## src/rtl/prog_rom_arbiter.sv

```systemverilog
// prog_rom_arbiter: shares one synchronous program ROM read port between the
// CPU fetch path and the debug/loader readback path.
//  - The CPU wins by default. A counter of consecutive denied debug cycles
//    forces one debug grant once it reaches MAX_WAIT.
//  - ROM_ADDR carries the granted address and holds the last granted address
//    when nothing is granted.
//  - The response is tagged to its requester and valid one cycle after the grant.
// Optional feature: define DBG_LOCK_EN to add the DBG_LOCK input. While DBG_LOCK
// is high the CPU is locked out and every debug request is granted.
module prog_rom_arbiter #(
    parameter int ADDR_W   = 10,
    parameter int DATA_W   = 18,
    parameter int MAX_WAIT = 4
) (
    input  logic              CLK,
    input  logic              RST,
    input  logic              CPU_REQ,
    input  logic [ADDR_W-1:0] CPU_ADDR,
    output logic              CPU_GNT,
    output logic              CPU_VALID,
    output logic [DATA_W-1:0] CPU_DATA,
    input  logic              DBG_REQ,
    input  logic [ADDR_W-1:0] DBG_ADDR,
    output logic              DBG_GNT,
    output logic              DBG_VALID,
    output logic [DATA_W-1:0] DBG_DATA,
    output logic [ADDR_W-1:0] ROM_ADDR,
    input  logic [DATA_W-1:0] ROM_DATA
`ifdef DBG_LOCK_EN
    ,
    input  logic              DBG_LOCK
`endif
);

    localparam logic [3:0] LP_MAX_WAIT = 4'(MAX_WAIT);

    typedef enum logic [0:0] {
        ST_CPU_PRI   = 1'b0,
        ST_DBG_FORCE = 1'b1
    } state_t;

    state_t              r_state;
    state_t              w_state_nxt;
    logic [3:0]          r_wait_cnt;
    logic [3:0]          w_wait_nxt;
    logic [ADDR_W-1:0]   r_addr_last;
    logic                r_cpu_pend;
    logic                r_dbg_pend;
    logic [DATA_W-1:0]   r_cpu_data;
    logic [DATA_W-1:0]   r_dbg_data;
    logic                w_cpu_gnt;
    logic                w_dbg_gnt;
    logic                w_lock;
    logic [ADDR_W-1:0]   w_rom_addr;

`ifdef DBG_LOCK_EN
    assign w_lock = DBG_LOCK;
`else
    assign w_lock = 1'b0;
`endif

    // Grant decision: lock and forced state favour debug, otherwise CPU first.
    always_comb begin
        w_cpu_gnt = 1'b0;
        w_dbg_gnt = 1'b0;
        if (RST) begin
            w_cpu_gnt = 1'b0;
            w_dbg_gnt = 1'b0;
        end else if (w_lock) begin
            w_dbg_gnt = DBG_REQ;
        end else if (r_state == ST_DBG_FORCE) begin
            w_dbg_gnt = DBG_REQ;
        end else begin
            w_cpu_gnt = CPU_REQ;
            w_dbg_gnt = DBG_REQ & ~CPU_REQ;
        end
    end

    // ROM address mux: the granted address, else the last granted one.
    always_comb begin
        w_rom_addr = r_addr_last;
        if (w_cpu_gnt) begin
            w_rom_addr = CPU_ADDR;
        end else if (w_dbg_gnt) begin
            w_rom_addr = DBG_ADDR;
        end else begin
            w_rom_addr = r_addr_last;
        end
    end

    // Starvation counter and FSM next-state logic.
    always_comb begin
        w_state_nxt = r_state;
        w_wait_nxt  = r_wait_cnt;
        if (w_lock) begin
            w_state_nxt = ST_CPU_PRI;
            w_wait_nxt  = 4'd0;
        end else begin
            case (r_state)
                ST_CPU_PRI: begin
                    if (!DBG_REQ || w_dbg_gnt) begin
                        w_wait_nxt = 4'd0;
                    end else if (r_wait_cnt < LP_MAX_WAIT) begin
                        w_wait_nxt = r_wait_cnt + 4'd1;
                    end else begin
                        w_wait_nxt = r_wait_cnt;
                    end
                    if (w_wait_nxt == LP_MAX_WAIT) begin
                        w_state_nxt = ST_DBG_FORCE;
                    end else begin
                        w_state_nxt = ST_CPU_PRI;
                    end
                end
                ST_DBG_FORCE: begin
                    // One cycle here: either debug is granted or it gave up.
                    w_state_nxt = ST_CPU_PRI;
                    w_wait_nxt  = 4'd0;
                end
                default: begin
                    w_state_nxt = ST_CPU_PRI;
                    w_wait_nxt  = 4'd0;
                end
            endcase
        end
    end

    // State, address history, response tags and held response data.
    always_ff @(posedge CLK or posedge RST) begin
        if (RST) begin
            r_state     <= ST_CPU_PRI;
            r_wait_cnt  <= 4'd0;
            r_addr_last <= '0;
            r_cpu_pend  <= 1'b0;
            r_dbg_pend  <= 1'b0;
            r_cpu_data  <= '0;
            r_dbg_data  <= '0;
        end else begin
            r_state     <= w_state_nxt;
            r_wait_cnt  <= w_wait_nxt;
            r_addr_last <= w_rom_addr;
            r_cpu_pend  <= w_cpu_gnt;
            r_dbg_pend  <= w_dbg_gnt;
            if (r_cpu_pend) begin
                r_cpu_data <= ROM_DATA;
            end else begin
                r_cpu_data <= r_cpu_data;
            end
            if (r_dbg_pend) begin
                r_dbg_data <= ROM_DATA;
            end else begin
                r_dbg_data <= r_dbg_data;
            end
        end
    end

    // The ROM output is already registered, so during the response cycle it is
    // passed straight through. The held copy covers the idle cycles.
    assign CPU_GNT   = w_cpu_gnt;
    assign DBG_GNT   = w_dbg_gnt;
    assign ROM_ADDR  = w_rom_addr;
    assign CPU_VALID = r_cpu_pend;
    assign DBG_VALID = r_dbg_pend;
    assign CPU_DATA  = r_cpu_pend ? ROM_DATA : r_cpu_data;
    assign DBG_DATA  = r_dbg_pend ? ROM_DATA : r_dbg_data;

endmodule

```

## config.mk

```make
export PLATFORM = sky130hd
export DESIGN_NAME = prog_rom_arbiter
export DESIGN_NICKNAME = d
export VERILOG_FILES = /design/src/rtl/prog_rom_arbiter.sv
export SDC_FILE = /design/constraint.sdc
export NUM_CORES = 1
export LEC_CHECK = 0
export ABC_AREA = 1
export CAP_MARGIN = 5
export CORE_ASPECT_RATIO = 1.1
export CORE_MARGIN = 2
export CORE_UTILIZATION = 45
export CTS_CLUSTER_DIAMETER = 200
export DETAILED_ROUTE_END_ITERATION = 8
export HOLD_SLACK_MARGIN = 0.1
export PLACE_DENSITY = 0.83
export RECOVER_POWER = 25
export SLEW_MARGIN = 25
export SYNTH_ARGS = -nofsm -noshare
export SYNTH_HDL_FRONTEND = slang
export SYNTH_SLANG_ARGS = --single-unit
export TNS_END_PERCENT = 100
```

## constraint.sdc

```tcl
create_clock -name CLK -period 3.7 [get_ports CLK]
set_input_delay 0.74 -clock CLK [delete_from_list [all_inputs] [get_ports CLK]]
set_output_delay 0.74 -clock CLK [all_outputs]
set_load 0.005 [all_outputs]
```

* Word-level counts from Yosys, hierarchy flattened
Cells that the tools add are included.
** Storage, ports and cells
- Bits in registers :: 53
- Word-level logic and storage cells :: 29
- Input port bits :: 42
** Cells by class
- Magnitude comparators :: 1
- Bitwise gates (word level) :: 3
- Muxes and demuxes :: 14
- Equal/unequal tests :: 1
- Reduce and logical (&&, ||, !) cells :: 2
- $add $sub $neg :: 1
** Operators by type and width (number)
- 18-bit 2-to-1 mux :: 2
- 10-bit 2-to-1 mux :: 2
- 4-bit 2-to-1 mux :: 3
- 4-bit case mux with 2 select lines :: 1
- 1-bit 2-to-1 mux :: 5
- 4-bit by 1-bit adder with 4-bit output, second input constant :: 1
- 4-bit by 3-bit equality test with 1-bit output, second input constant :: 1
- 4-bit by 3-bit less-than comparator with 1-bit output, second input constant :: 1
- 1-bit NOT :: 2
- 1-bit case mux with 2 select lines :: 1
- 1-bit bitwise AND :: 1
- 1-bit logical NOT :: 1
- 1-bit logical OR :: 1

* Longest topological paths before layout
Gate-level depths: netlist of the first run.
- Depth in word-level cells :: 10
- Gate-level depth with buffers :: 7

* Worst setup path before layout of the first run
OpenSTA, ideal clock, no wires.
- Path type :: input -> output
- Start :: input RST
- End :: output ROM_ADDR[0]
- Data required time :: 2.960 ns
- Arrival time :: 1.950 ns
- Stages :: 6
- Setup slack :: 1.010 ns
- Buffers on the path :: 1
- Cell sequence :: inv_2 -> nand3_2 -> inv_2 -> buf_6 -> nand2_1 -> nand3_1
** On the way
- Elaborated cells between the ends (all ways) :: 4
- Those cells by class :: mux (4)
** RTL lines
- start, declared :: line 16 : input logic RST,
- 1-bit 2-to-1 mux :: line 66 : if (RST) begin
- net CPU_GNT :: line 19 : output logic CPU_GNT,
- 10-bit 2-to-1 mux :: line 82 : if (w_cpu_gnt) begin
- end, declared :: line 27 : output logic [ADDR_W-1:0] ROM_ADDR,
The timed path passes the listed nets, and every way through them passes these cells.

* Worst setup path after layout of the first run
- Start :: input RST
- End :: output ROM_ADDR[6]
** On the way
- Word-level cells in the longest chain between the ends :: 3
- Elaborated cells between the ends (all ways) :: 4
- Those cells by class :: mux (4)
** RTL lines
- 1-bit 2-to-1 mux :: line 66
- 10-bit 2-to-1 mux :: line 84 : end else if (w_dbg_gnt) begin
- 10-bit 2-to-1 mux * :: line 82
Mark *: on every way between the ends. The rest lies on a longest branch, timed or not.

==> impl.org, run 1 <==
** Synthesis
- Sequential fraction of the synthesis area :: 0.5886
- Synthesis produced 170 cells.
- The portion of synthesized area spent on multiplexers is 0.2132.
- Number of distinct library cells after synthesis :: 18
- #FFs+latches synth :: 53
- Net count after synthesis :: 213
- The cell area that synthesis handed to floorplanning was 2253 um^2.
- Simple-gate share of the synthesized area :: 0.1194
- Area share of fa/ha/maj cells after synthesis :: 0.005552
- Of the total synthesized cell area, the portion taken by XOR and XNOR cells is 0.
- The compound-gate portion of the synthesized area is 0.02499.
- Avg Cell Area, Syn :: 13.26 um^2
- For this run, the number of Yosys warnings is 0.
- After synthesis, the largest family of logic cells by area is multiplexers.

** Final layout
- Post-route cell area :: 3261 um^2
- Net count, final :: about 300
- From synthesis to final layout, the design area changed by 44.70%.
- In the final layout, the share of cells above drive strength 1 is 0.1698.
- 0 antenna diodes ended up in the layout.
- At the end of the flow the core is filled with cells to 0.6611.

** CTS
- Htree depth :: 2
- The cell sitting at the root of the clock tree is a clkbuf_8.
- After clock tree synthesis, the repair step resized 0 gates.
- Number of buffers on the longest clock path :: 2
- TritonCTS built the clock tree.
- At the later pin of the worst-skew pair, clock insertion delay measures 0.30 ns.
- Clock-pin slew of the registers on the worst-case setup and hold paths :: 0.09 ns
- The number of hold buffers added after CTS was 0.
- Clock tree sinks :: 53
- Cts bufs inserted :: 5
- After clock tree synthesis, the setup repair step added 0 buffers.

** Status
- Run status :: complete, no violations

** STA
- Subtracting the final worst setup slack from the clock period gives 3.365 ns.
- In the final timing run, aggregate negative setup slack is 0 ns.
- Final max-slew violation count :: 0
- Total setup violations reported at the end of the flow :: 0
- Worst slew slack as a fraction of its limit :: 0.1193
- Setup repair after global routing left no endpoint under its margin.
- The number of hold violations in the final report was 0.
- For the pin with the worst max-slew slack, the measured transition is 1.321 ns.
- Highest clock frequency the design can meet :: 297.2 MHz
- Across the routed clock network, the largest skew measured is 0.007311 ns.
- Dividing the final minimum period by the clock period gives 0.9095.

** Detailed routing
- Summing over every cut layer, the via total after detailed routing is 1549.
- Using the TritonRoute via totals, the vias-per-cell ratio works out to approximately 4.8.
- Number of nets with antenna violations after routing :: 0
- For this run, design rule violations remaining after detail routing come to 0.
- Dividing the detail-routed wire length by the instance count gives 14.02 um.
- After detailed routing, the total wire length is 4527 um.
- The first detailed-routing pass ran for 3 iterations.
- For this block, the initial DRC count from the detailed router was 86.

** Floorplanning
- The floorplan step defined a die boundary enclosing 5590 um^2.
- For this configuration, the core starts out at a cell density of 0.4569.
- Overall die width :: 71.47 um
- Number of rows in the core area :: 27
- Vertical extent of the die :: roughly 80 um
- Core ar. :: 4932 um^2
- Top Ports :: between 90 and 100

** Global routing
- Total global-route track usage :: 0.1682
- Number of antenna violations at the first check in global routing :: 0
- The first global-routing pass estimated around 7500 um of wire.
- Number of global-route vias before repair :: 1698
- Pin count of the biggest net entering global routing :: 55
- Aggregate global routing overflow :: 0

** Power
- Peak supply drop :: 194.1 uV
- In this run the static leakage power is between 1 and 1.5 nW.
- For this design the ratio of total power to cell area is about 450 nW/um^2.

** Run
- Max-cap violations in this run came to 0.

** Worst setup path
- CP Data Arrival Time :: 2.63 ns
- In this run the worst setup path begins at RST.
- Data on the critical path is required at its endpoint by around 3 ns.
- Largest driver fanout on the critical path :: 12
- Type of origin of the critical path :: primary input
- The worst register-to-register path begins at CPU_VALID.
- Crit end category :: output pin
- The critical path is of the primary input to output pin type.

** Place
- After legalization and detailed placement, the total HPWL measured around 3400 um.
- Routability-driven placement finished with a final weighted congestion of 0.7754.
- Count of input and output buffers :: 91
- In this run the cell area measured after placement is 3181 um^2.

** Hold path
- In this run the most critical hold path is launched from r_state.
- Worst Hold Class :: flop to flop
[state kept, by name, summed over array words and instances, names as in the netlist]
signal	cells
CPU_VALID	1
DBG_VALID	1
r_addr_last	10
r_cpu_data	18
r_dbg_data	18
r_state	1
r_wait_cnt	4
[power breakdown]
part | internal, W | switching (W) | total (W)
logic | 0.000251 | 0.000132 | 0.000383
clock network | 0.000220 | 0.000179 | 0.000399
registers | 0.000663 | 0.0000262 | 0.000689
[worst max-delay path, stage by stage]
cell and delay (ns):
dlygate4sd3_1 0.58, inv_1 0.10, nand3_2 0.23, inv_2 0.26
nand2_1 0.08, nand3_1 0.10, clkdlybuf4s50_1 0.53
[cell families (layout without fill, tap and decap cells)]
| family | Yosys count | count (layout) |
|---|---|---|
| AOI/OAI and AO/OA | 6 | 6 |
| adders and majority gates | 1 | 1 |
| buffers and inverters | 15 | 110 |
| DFF | 53 | 53 |
| muxes | 36 | 36 |
| and+or+nand+nor | 59 | 59 |
[layout make-up]
cell class	count	area (um^2)
Inverter	8	30.03
Timing Repair Buffer	94	927.1
Fill cell	393	1672
Sequential cell	53	1326
Clock buffer	6	82.58
Multi-Input combinational cell	102	784.5
Clock inverter	2	37.54
Tap cell	58	72.57
[stage by stage]
stage | setup slack (ns) | power [W] | instances | hold WS [ns]
2_1_floorplan | 1.010 | 0.0008696 | 170 | 0.4427
3_3_place_gp | 0.4719 | 0.001101 | 315 | 0.4692
3_5_place_dp | 0.4302 | 0.001112 | 315 | 0.4728
4_1_cts | 0.4122 | 0.001516 | 323 | 0.4829
5_1_grt | 0.1772 | 0.001550 | 323 | 0.5045
6_report | 0.3347 | 0.001472 | 323 | 0.4729
[Yosys cell counts]
cell type  instances  area, um^2
nand2_2            2       12.51
mux2_2            16       180.2
nand3_1           17       85.08
mux2_4            20       300.3
nand2_1           30       112.6
o21ai_2            4       35.03
dfrtp_1           53        1326
nor2_4             1       11.26
and2_1             1       6.260
a21oi_1            1       5.000
inv_2              4       15.01
nor2_1             5       18.77
inv_1              4       15.01
a21oi_4            1       16.27
buf_6              7       78.83
ha_1               1       12.51
nand3_2            1       10.01
nor2_2             2       12.51
[routing by layer]
| metal | GRT usage | share of wire |
|---|---|---|
| met1 | 0.2017 | 0.42 |
| met2 | 0.2935 | 0.51 |
| met4 | 0.04906 | 0.010 |
| met5 | 0 | 0 |
| met3 | 0.04621 | 0.061 |
[path summary, 6_finish.rpt]
kind,slack (ns),to,cells past startpoint
max in group asynchronous,1.47,r_dbg_data[1],3
hold reg to reg,0.47,r_wait_cnt[1],1
setup reg to reg,2.09,r_cpu_data[13],2
setup / recovery,0.33,ROM_ADDR[6],7
hold / removal,0.47,r_wait_cnt[1],1
min in group asynchronous,1.43,r_addr_last[8],3
[cells in the final DEF (no fill, tap or decap)]
cell             Yosys  routed
buf_4                0       1
mux2_1               0      15
mux2_2              16      10
nor2_1               5       5
a21oi_4              1       1
nand2_2              2       2
dfrtp_1             53      53
clkdlybuf4s50_1      0      74
clkbuf_2             0       1
nand3_1             17      17
clkbuf_8             0       6
dlygate4sd3_1        0      17
a21oi_1              1       1
nand3_2              1       1
clkinvlp_4           0       1
nor2_4               1       1
bufinv_16            0       1
clkbuf_1             0       1
nor2_2               2       2
nand2_1             30      30
o21ai_2              4       4
ha_1                 1       1
inv_2                4       3
inv_1                4       5
and2_1               1       1
mux2_4              20      11
No activity file was read; power rests on OpenSTA's default activity.
==> inputs of run 2 (changes only) <==
--- a/config.mk
+++ b/config.mk
@@ -9,5 +9,5 @@
 export CAP_MARGIN = 5
 export CORE_ASPECT_RATIO = 1.1
-export CORE_MARGIN = 2
+export CORE_MARGIN = 1
 export CORE_UTILIZATION = 45
 export CTS_CLUSTER_DIAMETER = 200
@@ -16,4 +16,5 @@
 export PLACE_DENSITY = 0.83
 export RECOVER_POWER = 25
+export SKIP_CTS_REPAIR_TIMING = 1
 export SLEW_MARGIN = 25
 export SYNTH_ARGS = -nofsm -noshare
==> constraint.sdc (replaced) <==
create_clock -name CLK -period 3.7 [get_ports CLK]
set_input_delay 0.74 -clock CLK [delete_from_list [all_inputs] [get_ports CLK]]
set_output_delay 0.74 -clock CLK [all_outputs]
set_load 0.02 [all_outputs]
==> run 2 against run 1 <==
Worst setup slack better by 0.031 ns. Sequential share of layout area is 0.44 points higher. Count of clock-buffer cells in the layout stayed put. Die area is 5.3% lower. Sequential power hardly changed. Register-to-register slack worse by 0.10 ns. Non-clock buffer count stayed put. Via count is 0.32% lower. Power is 1.1% higher. Clock power is 21% lower. Critical path type unchanged. Largest cell class unchanged.
==> impl.org, run 2 (synthesis gave the netlist of run 1 again) <==
** Power
- Cell leakage power :: 1.410 nW (-1.4%)
- Fraction of power consumed by sequential logic :: 0.462 (-0.006)
- Proportion of total power due to net switching :: 0.2952 (+0.06569)
- The combinational group share of total power came to 0.327 (+0.066).
- The internal power contribution came to 0.001048 W (-7.5%).
- The power density over the cells came to 461.2 nW/um^2 (+2.2%).
- Sw Pwr :: 0.0004391 W (+30%)
- The relative contribution of the clock network to total power is 0.211 (-0.060).
- The worst ir drop on vdd came to 198.7 uV (+2.4%).

** Worst setup path
- Cell class contributing the biggest share of worst-path delay :: buffers and inverters
- The number of buffer and inverter stages on the critical path came to 4 (unchanged).
- The largest stage delay on the critical path was 0.61 ns (+0.03 ns).
- The critical path goes through clkdlybuf4s50_1, inv_1, nor2_4, nand2_2, inv_2, nand2_1, nand3_1, clkdlybuf4s50_1.
- CP Data Arrival Time :: 2.59 ns (-0.04 ns)
- Crit Path Category :: primary input to output pin
- Register-to-Register Path Depth :: 2 (unchanged)
- STA classifies the critical path startpoint as a primary input.
- The worst register-to-register path ends at r_cpu_data[0].
- The register-to-register setup slack is 1.99 ns (-0.10 ns).
- The worst register-to-register path begins at CPU_VALID.
- Crit end category :: output pin
- Worst endpoint required time :: 2.96 ns (about the same)
- The worst-path maximum fanout is 11 (-1).
- Most used cell along the critical path :: clkdlybuf4s50_1
- Crit path max-delay cell type :: clkdlybuf4s50_1

** CTS
- Number of buffers on the longest clock path :: 2 (unchanged)
- The clock sink count came to 53 (unchanged).
- Clock-pin slew of the registers on the worst-case setup and hold paths :: 0.09 ns (about the same)
- The clock latency at the later pin of the worst-skew pair is 0.30 ns (about the same).
- TritonCTS built the clock tree.
- The number of buffers added by the clock tree synthesis step came to 5 (unchanged).
- Clk root buf :: clkbuf_8
- The number of H-tree levels came to 2 (unchanged).

** Final layout
- Fraction of final layout cells sized beyond drive strength 1 :: 0.1547 (-0.01509)
- Relative area change from synthesis to final layout :: 43.14%
- The count of non-filler cells in the finished layout came to 321 (-0.62%).
- The multi-input gate area in the final layout came to 784.5 um^2 (unchanged).
- The number of inserted filler cells in the final layout came to 359 (-8.7%).
- Top library cells by usage in the layout, fill and taps aside :: clkdlybuf4s50_1 (77), dfrtp_1 (53), nand2_1 (30)
- Regs by FF count :: r_cpu_data: 18 flops, r_dbg_data: 18 flops, r_addr_last: 10 flops
- Net count, final :: 307 (unchanged)
- Footprint of the flip-flops and latches :: 1326 um^2 (unchanged)
- Most frequent standard cell in the layout excluding fill and tap cells :: clkdlybuf4s50_1
- The antenna diode count is 0 (unchanged).

** STA
- The count of final max-slew check failures came to 0 (unchanged).
- Sum Neg Setup Slack :: 0 ns (unchanged)
- Final Cycle Share :: 0.9011 (-0.008459)
- The worst-case headroom to the max-slew limit is 0.1229 (+0.003523).
- Setup repair after global routing left no endpoint under its margin.
- Number of hold violations in the final report :: 0 (unchanged)
- Total setup violations reported at the end of the flow :: 0 (unchanged)
- The post-route clock skew is 0.007136 ns (-0.0001748 ns).
- Final period demand of the worst path :: 3.334 ns (-0.03130 ns)
- The slew at the pin closest to its max-slew limit came to 1.316 ns (-0.005284 ns).
- Highest clock frequency the design can meet :: 299.9 MHz (+0.94%)

** Hold path
- Worst Hold Class :: flop to flop
- Hold endpoint :: r_cpu_data[10]
- Count of cells along the worst hold path :: 1 (unchanged)
- Beginning of the worst hold path :: r_cpu_data[10]

** Detailed routing
- The vias after detailed routing was 1544 (-0.32%).
- The number of remaining DRC errors is 0 (unchanged).
- Number of optimization iterations in the first detailed-route pass :: 4 (+1)
- The post-detailed-routing wire length is 4540 um (+0.29%).
- The initial detailed-routing violation count was 57 (-34%).
- The post-route antenna net violation count came to 0 (unchanged).
- The post-detailed-route via-to-cell ratio is 4.810 (+0.30%).
- The per-cell routed wire length was 14.14 um (+0.91%).

** Global routing
- Pin count of the biggest net entering global routing :: 55 (unchanged)
- Aggregate global routing overflow :: 0 (unchanged)
- The global-route wire length before repair is 7783 um (+4.4%).
- The initial antenna violation count was 0 (unchanged).
- Number of global-route vias before repair :: 1573 (-7.4%)
- The all-layer global routing usage came to 0.1842 (+0.01606).

** Place
- The placed cell count is 313 (-0.63%).
- The final estimated routing congestion in global placement is 0.7232 (-6.7%).
- Detail Placement HPWL :: 3367 um (-0.86%)
- The quantity of I/O buffers inserted on ports was 91 (unchanged).

** Floorplanning
- Area of the die :: 5295 um^2 (-5.3%)
- The die span in x came to 69.47 um (-2.8%).
- The number of top-level pins was 92 (unchanged).
- Number of rows in the core area :: 26 (-3.7%)
- The y dimension of the die is 76.22 um (-2.6%).
- The core area was 4717 um^2 (-4.4%).
- Starting utilization of the core area :: 0.4777 (+0.02084)

** Status
- Run status :: complete, no violations

** Run
- The max-cap check violation count is 0 (unchanged).
-- run 2: cell count changes in the layout (fill, tap and decap cells not counted), moves of 3 or more --
cell,previous run,this run
mux2_2,10,6
clkdlybuf4s50_1,74,77
dlygate4sd3_1,17,14
mux2_1,15,19
-- run 2: metrics by stage --
stage	utilization	setup WS, ns	total power [W]	hold WS, ns	instance area, um^2
global route	0.6838	0.2183	0.001565	0.5042	3226
CTS	0.6923	0.3558	0.001531	0.4984	3266
global placement	0.6737	0.3625	0.001202	0.4603	3178
finish	0.6838	0.3660	0.001488	0.4875	3226
detailed placement	0.6737	0.3647	0.001214	0.4804	3178
floorplan	-	0.8853	0.0009748	0.4427	2253
-- run 2: worst reg2reg max path, cell delays in order (launching register included) --
cell      delay [ns]
dfrtp_1         0.55
clkbuf_1        0.61
mux2_1          0.42
-- run 2: routing by layer --
metal | vias up | global-route usage | share of wire
li1 | 750 | - | -
met1 | 736 | 0.2436 | 0.43
met2 | 56 | 0.3049 | 0.51
met3 | 2 | 0.05423 | 0.066
met4 | 0 | 0.03061 | 0.0018
met5 | - | 0 | 0
-- run 2: how the worst max path moves through the flow --
| stage | from | end | slack, ns | cells past startpoint |
|---|---|---|---|---|
| after floorplan | RST | ROM_ADDR[0] | 0.89 | 6 |
| after CTS | DBG_REQ | ROM_ADDR[6] | 0.36 | 8 |
| after global routing | RST | ROM_ADDR[6] | 0.22 | 7 |
| final | DBG_REQ | ROM_ADDR[6] | 0.37 | 8 |
| after global placement | DBG_REQ | ROM_ADDR[0] | 0.36 | 8 |
| after detailed placement | DBG_REQ | ROM_ADDR[6] | 0.36 | 8 |
-- run 2: power groups by stage --
stage	Sequential, W	Combinational [W]	Clock [W]
global placement	0.000697	0.000506	0
CTS	0.000690	0.000514	0.000326
finish	0.000687	0.000487	0.000314
floorplan	0.000693	0.000282	0
detailed placement	0.000702	0.000512	0
global route	0.000696	0.000519	0.000350
-- run 2: area by class of cell --
class                   count  area share
repair buffers             94      0.2874
clock inverters             2    0.004655
inverters                   8    0.009310
multi-input cells         102      0.2432
flip-flops and latches     53      0.4112
well taps                  56     0.02172
clock buffers               6     0.02250
==> inputs of run 3 (changes only) <==
SLEW_MARGIN = 20   (was 25)
==> results of run 3 <==
No change in the layout: final DEF, timing and power equal those of run 2.
